`src/rtl/truth_table_sequencer.sv`:
```
// ---------------------------------------------------------------------------
// truth_table_sequencer
//
// Sweeps the eight input combinations of a 3-input boolean function, waits
// SETTLE clock edges per combination and captures the function output into
// an 8-bit truth table (bit i = output for combination {x,y,z} = i).
//
// Optional feature: define SOP_CHECK_EN to compare the captured table with
// an expected table at the end of every sweep.
//
// Parameters:
//   SETTLE       edges between driving a combination and sampling it (1..15)
//
// Ports:
//   clk          clock, all state on the rising edge
//   rst          asynchronous active-high reset
//   start        request one 8-combination sweep (accepted only in IDLE)
//   s_in         output of the function under sweep
//   x, y, z      function inputs (x = MSB of the combination index)
//   busy         sweep in progress
//   done         one-cycle pulse after the last sample
//   truth_table  captured truth table (named so because "table" is a
//                reserved word)
//   expected     (SOP_CHECK_EN) reference truth table
//   match        (SOP_CHECK_EN) final table equals expected
//   err_cnt      (SOP_CHECK_EN) number of differing table bits
// ---------------------------------------------------------------------------
module truth_table_sequencer #(
    parameter int SETTLE = 1
) (
    input  logic       clk,
    input  logic       rst,
    input  logic       start,
    input  logic       s_in,
`ifdef SOP_CHECK_EN
    input  logic [7:0] expected,
    output logic       match,
    output logic [3:0] err_cnt,
`endif
    output logic       x,
    output logic       y,
    output logic       z,
    output logic       busy,
    output logic       done,
    output logic [7:0] truth_table
);

    localparam logic [3:0] RELOAD = 4'(SETTLE - 1);

    typedef enum logic [1:0] {
        IDLE = 2'd0,
        RUN  = 2'd1,
        DONE = 2'd2
    } state_t;

    state_t     state_reg, state_next;
    logic [2:0] index_reg, index_next;
    logic [3:0] cnt_reg,   cnt_next;
    logic [7:0] table_reg, table_next;

    // A sample is taken on the edge where the settle counter has run out.
    logic sample;
    logic last_sample;
    assign sample      = (state_reg == RUN) && (cnt_reg == 4'd0);
    assign last_sample = sample && (index_reg == 3'd7);

    always_ff @(posedge clk or posedge rst) begin
        if (rst) begin
            state_reg <= IDLE;
            index_reg <= 3'd0;
            cnt_reg   <= 4'd0;
            table_reg <= 8'h00;
        end else begin
            state_reg <= state_next;
            index_reg <= index_next;
            cnt_reg   <= cnt_next;
            table_reg <= table_next;
        end
    end

    always_comb begin
        state_next = state_reg;
        index_next = index_reg;
        cnt_next   = cnt_reg;
        table_next = table_reg;
        case (state_reg)
            IDLE: begin
                if (start) begin
                    state_next = RUN;
                    index_next = 3'd0;
                    cnt_next   = RELOAD;
                    table_next = 8'h00;
                end
            end
            RUN: begin
                if (cnt_reg == 4'd0) begin
                    table_next[index_reg] = s_in;
                    if (index_reg == 3'd7) begin
                        // Index returns to 0 so x/y/z read 000 in DONE.
                        state_next = DONE;
                        index_next = 3'd0;
                        cnt_next   = 4'd0;
                    end else begin
                        index_next = index_reg + 3'd1;
                        cnt_next   = RELOAD;
                    end
                end else begin
                    cnt_next = cnt_reg - 4'd1;
                end
            end
            DONE: begin
                state_next = IDLE;
            end
            default: begin
                state_next = IDLE;
                index_next = 3'd0;
                cnt_next   = 4'd0;
            end
        endcase
    end

    // The index is held at 0 outside RUN, so it drives x/y/z directly.
    assign x           = index_reg[2];
    assign y           = index_reg[1];
    assign z           = index_reg[0];
    assign busy        = (state_reg == RUN);
    assign done        = (state_reg == DONE);
    assign truth_table = table_reg;

`ifdef SOP_CHECK_EN
    logic       match_reg;
    logic [3:0] err_reg;
    logic [7:0] diff;
    logic [3:0] diff_cnt;

    // Compare against the table as it will be after the final sample, so
    // bit 7 written on this same edge is included.
    assign diff = table_next ^ expected;

    always_comb begin
        diff_cnt = 4'd0;
        for (int i = 0; i < 8; i++) begin
            diff_cnt = diff_cnt + {3'b000, diff[i]};
        end
    end

    always_ff @(posedge clk or posedge rst) begin
        if (rst) begin
            match_reg <= 1'b0;
            err_reg   <= 4'd0;
        end else if ((state_reg == IDLE) && start) begin
            match_reg <= 1'b0;
            err_reg   <= 4'd0;
        end else if (last_sample) begin
            match_reg <= (diff == 8'h00);
            err_reg   <= diff_cnt;
        end
    end

    assign match   = match_reg;
    assign err_cnt = err_reg;
`endif

endmodule

```
`config.mk`:
```
export PLATFORM = sky130hd
export DESIGN_NAME = truth_table_sequencer
export DESIGN_NICKNAME = d
export VERILOG_FILES = /design/src/rtl/truth_table_sequencer.sv
export SDC_FILE = /design/constraint.sdc
export NUM_CORES = 1
export LEC_CHECK = 0
export BUFFER_PORTS_ARGS = -buffer_cell sky130_fd_sc_hd__buf_4
export CELL_PAD_IN_SITES_DETAIL_PLACEMENT = 1
export CELL_PAD_IN_SITES_GLOBAL_PLACEMENT = 1
export CORE_MARGIN = 10
export CORE_UTILIZATION = 42
export CTS_CLUSTER_DIAMETER = 80
export DETAILED_ROUTE_END_ITERATION = 10
export PLACE_DENSITY_LB_ADDON = 0.15
export SLEW_MARGIN = 5
export SYNTH_ARGS = -nofsm -noshare
export SYNTH_HDL_FRONTEND = slang
export SYNTH_SLANG_ARGS = --single-unit
```
`constraint.sdc`:
```
create_clock -name clk -period 1.7 [get_ports clk]
set_input_delay 0.51 -clock clk [delete_from_list [all_inputs] [get_ports clk]]
set_output_delay 0.51 -clock clk [all_outputs]
set_load 0.02 [all_outputs]
```
Word level (Yosys, flattened, before mapping)
Cells that the tools add are included.
{ "word_totals": {"word_cells": 40, "input_bits": 4, "register_bits": 17} }
{ "classes": {"n_addsub": 2, "mux": 17, "reduce_logical": 8, "eq_ne": 6, "bitwise_logic": 1, "magnitude_cmp": 2} }
{ "op_table": {"columns": ["operator", "count"], "rows": [
  ["$mux W8", 2],
  ["$pmux W8 S2", 1],
  ["$pmux W4 S3", 1],
  ["$mux W3", 3],
  ["$pmux W3 S3", 1],
  ["$reduce_and A3 Y1", 3],
  ["$bwmux W8", 1],
  ["$mux W4", 2],
  ["$mux W2", 3],
  ["$logic_not A4 Y1", 1],
  ["$lt A3 B4 Y1 const B", 1],
  ["$ne A2 B1 Y1 const B", 2],
  ["$pmux W2 S2", 1],
  ["$sub A4 B1 Y4 const B", 1],
  ["$add A3 B1 Y3 const B", 1],
  ["$demux W1 S3", 1],
  ["$eq A3 B3 Y1 const B", 1],
  ["$ge A3 B1 Y1 const B", 1],
  ["$eq A2 B1 Y1 const B", 1],
  ["$eq A2 B2 Y1 const B", 1],
  ["$logic_not A2 Y1", 1],
  ["$ne A2 B2 Y1 const B", 1],
  ["$reduce_and A2 Y1", 1],
  ["$reduce_bool A2 Y1", 1],
  ["3 further kinds", 3]
]} }

Depth between registers and ports, before layout
{ "logic_depth": {"ltp_word": 7, "ltp_mapped": 5, "ltp_nobuf": 5} }

Worst setup path after synthesis
No wires, ideal clock.
{ "synth_timing": {"kind": "reg-to-reg", "startpoint": "register cnt_reg[0]", "endpoint": "register table_reg[3] (netlist: truth_table[3])", "path_buffers": 0, "required_time_ns": 1.574, "synth_period_minus_slack_ns": 1.544, "t_arrival_ns": 1.418, "stages_incl_launch_ff": 6, "setup_ns": 0.126, "path_slack_ns": 0.156, "cell_sequence": "dfrtp_1 > inv_1 > ha_1 > nor3b_2 > a21oi_2 > a221o_1"} }
{ "synth_via": {"elab_chain_len": 3} }
{ "synth_lines": {"columns": ["element", "line_no", "source"], "rows": [
  ["start: declaration", "58", "logic [3:0] cnt_reg, cnt_next;"],
  ["start signal: assignment", "76", "cnt_reg <= cnt_next;"],
  ["$logic_not A4 Y1", "96", "if (cnt_reg == 4'd0) begin"],
  ["$ne A2 B1 Y1 (no source line)", null, null],
  ["$reduce_and A3 Y1 (no source line)", null, null],
  ["end signal: assignment", "77", "table_reg <= table_next;"],
  ["end: declaration", "59", "logic [7:0] table_reg, table_next;"]
]} }
No other way between the ends.
A chain may end at the register's enable or synchronous reset.

Worst setup path after layout
{ "layout_timing": {"startpoint": "register state_reg[0]", "endpoint": "output busy"} }
{ "layout_via": {"elab_chain_len": 1} }
{ "layout_lines": {"columns": ["element", "line_no", "source"], "rows": [
  ["start: declaration", "56", "state_t state_reg, state_next;"],
  ["start signal: assignment", "74", "state_reg <= state_next;"],
  ["$eq A2 B1 Y1", "126", "assign busy = (state_reg == RUN);"],
  ["end: declaration", "43", "output logic busy,"]
]} }
No other way between the ends.

==> results by group <==
Finish
  – Most frequent cells in the layout: buf_4 (22), dfrtp_1 (17), a221o_1 (8), inv_1 (7), nor2_1 (5)
  – Layout net count: approximately 120
  – Filler cells: ~220
  – Fraction of layout cells with a size suffix above 1: between 30% and 40%
  – Final instance area: roughly 0.0012 mm²
  – Finished Layout Cells: ~130
  – Multi-input logic area: 478 µm²
  – Area Growth Syn to Fin: 25.9%
  – ANT cells: 0
  – Final core occ: 57.8%
  – Register area: approximately 430 µm²
  – Commonest non-fill, non-tap cell in the layout: buf_4
  – Max reg flops: 8

Clocking
  – TritonCTS buffer count: 3
  – CTS HTree Levels: 1
  – Clk buf depth: 2
  – Root Buffer: clkbuf_4
  – CTS tree: built
  – Worst-Skew Late Latency: between 0.2 and 0.3 ns
  – CTS Hold Buffers Added: 0
  – Clock transition at the registers of the reported paths: roughly 0.11 ns
  – CTS sink count: 17

Hold path
  – Worst Hold Class: in2async

Logic synthesis
  – Mapped Area: about 930 µm²
  – Synthesized area per cell: 11.2 µm²
  – Post-synth EDFFs: 0
  – Mapped Cells: slightly above 80
  – Cell taking the most area after synthesis: dfrtp_1
  – Share of the synthesized area in the top cell type: roughly 46%
  – Dominant synthesized flop cell: dfrtp_1
  – Register area share after synthesis: a little under half
  – Flop and latch count out of synthesis: 17
  – Synth warn: 0
  – Distinct cell type count after synthesis: 31
  – Async S/R FF share, synth: 100%
  – Largest cells by area after synthesis: dfrtp_1 (46%), a221o_1 (8.6%), ha_1 (5.4%)
  – Syn_nets: slightly above 90

Die
  – Die height: ~67 µm
  – Die area: between 0.004 and 0.005 mm²
  – # IOs: 17
  – Die Wd: ~67 µm
  – Core area: approximately 0.0020 mm²
  – Row Count: 16
  – Starting density of the core: 45.9%

Status
  – Result of the run: finished clean

Setup path
  – Critical Path RT: 1.19 ns
  – Largest stage delay on the critical path: 0.51 ns
  – Critical path type: reg2out
  – Crit end category: output pin
  – CP Max Fanout: 7
  – Worst EP arrival: about 1.1 ns
  – CP Launch Type: flip-flop
  – Crit-path cells: nand2b_4 > inv_4 > buf_4
  – Critical path's slowest cell: dfrtp_1

STA
  – Min Tclk post-route: approximately 1.6 ns
  – Final hold vios: 0
  – Final number of setup-violating endpoints: 0
  – Slew headroom: 72.0%
  – Final period util: a little over nine tenths
  – RSZ-0062 raised after global routing: no
  – Slew @ Worst Pin: 0.420 ns
  – Clk_skew: around 0.012 ns
  – Max Fclk: 624 MHz
  – Slew Limit Fails: 0
  – Setup TNS Final: 0 ns

Place
  – Placed cell area: between 0.001 and 0.0015 mm²
  – Routability cong.: 0.714
  – Dpl hpwl: 1810 µm
  – Dpl cells: 129
  – Port Buf Inserts: 16

Pwr
  – Leak Pwr: around 0.50 nW
  – Worst vdd ir: about 0.001 V
  – Pwr Density: 1620 mW/mm²
  – Power consumption: approximately 1.9 mW

Drt
  – Total iterations of the first detailed-routing run: 4
  – Total number of vias: a little under 800
  – Final antenna-violating net count: 0
  – WL final: about 2500 µm
  – DRC viols: 0
  – Initial drt markers: 37
  – Wire length per cell: between 15 and 20 µm
  – DR vias/cell: between 5 and 6

Global routing
  – Initial antenna violation count: 0
  – Largest net degree at the start of global routing: 18
  – First-pass GRT wire length: ~4000 µm
  – Number of global-route vias before repair: approximately 800
  – Total GRT Usage: between 10% and 20%
  – GRT overflow: 0

Run
  – Max_cap viols: 0
==> cell type report <==
| cell class | instances | share of cell area (%) |
|---|---|---|
| repair buffers | 22 | 14.1 |
| inverters | 10 | 3.43 |
| flip-flops and latches | 17 | 36.4 |
| clock buffers | 4 | 2.25 |
| well taps | 27 | 2.89 |
| multi-input cells | 54 | 40.9 |
==> metal layers <==
metal  GRT usage, %  share of wire (%)  vias to the layer above
met3           3.85                5.8                        2
met2           18.0                 47                       16
met5              0                  0                        -
li1               -                  -                      370
met1           14.0                 46                      393
met4           3.85               0.69                        0
==> timing repair <==
item,CTS,global route
gates cloned,0,0
pin swaps,1,1
endpoints found under the setup margin,5,11
buffers inserted,1,0
gates resized for setup,0,6
==> metrics by stage <==
stage | setup WS, ns | hold slack, ns
3_5_place_dp | -0.0121 | 0.488
6_report | 0.0962 | 0.216
4_1_cts | 0.00844 | 0.229
3_3_place_gp | 0.0553 | 0.481
2_1_floorplan | 0.156 | 0.436
5_1_grt | 0.0211 | 0.236
==> report_power, final <==
| part | switching, mW | leakage [nW] | total [mW] | internal [mW] |
|---|---|---|---|---|
| registers | 0.157 | 0.179 | 0.679 | 0.522 |
| clock network | 0.134 | 0.0150 | 0.225 | 0.0911 |
| logic | 0.534 | 0.305 | 0.983 | 0.449 |
==> worst paths after layout <==
kind	startpoint	end	slack (ns)	cells past startpoint
setup / recovery	state_reg[0]$_DFFE_PP0P_	busy	0.1	3
hold / removal	rst	truth_table[0]$_DFFE_PP0P_	0.22	3
setup reg to reg	cnt_reg[0]$_DFFE_PP0P_	index_reg[0]$_DFFE_PP0P_	0.11	5
hold reg to reg	state_reg[1]$_DFFE_PP0P_	state_reg[0]$_DFFE_PP0P_	0.51	1
max in group asynchronous	rst	index_reg[2]$_DFFE_PP0P_	1.28	3
min in group clk	state_reg[1]$_DFFE_PP0P_	state_reg[0]$_DFFE_PP0P_	0.51	1
==> critical path: cells and delay by family, from the launching register on <==
family | cells | cell delay [ns]
buffers and inverters | 2 | 0.20
flip-flops | 1 | 0.51
AND/OR/NAND/NOR | 1 | 0.09
==> synth_stat cells (2+ instances only) <==
master,count
nor3_1,3
a221o_1,8
dfrtp_1,17
and3_1,2
inv_1,9
a211oi_1,3
nor2b_1,4
ha_1,4
nand2_1,2
o311a_1,4
nor2_1,5
o2bb2ai_1,3
==> kinds of logic after synthesis <==
logic type                 synth area share (%)
AOI/OAI and AO/OA                          23.6
and+or+nand+nor                            16.4
DFF                                        45.8
buffers and inverters                      5.53
adders and majority gates                  5.39
muxes                                      2.29
xor gates and xnor gates                  0.944
No activity file was read; power rests on OpenSTA's default activity.
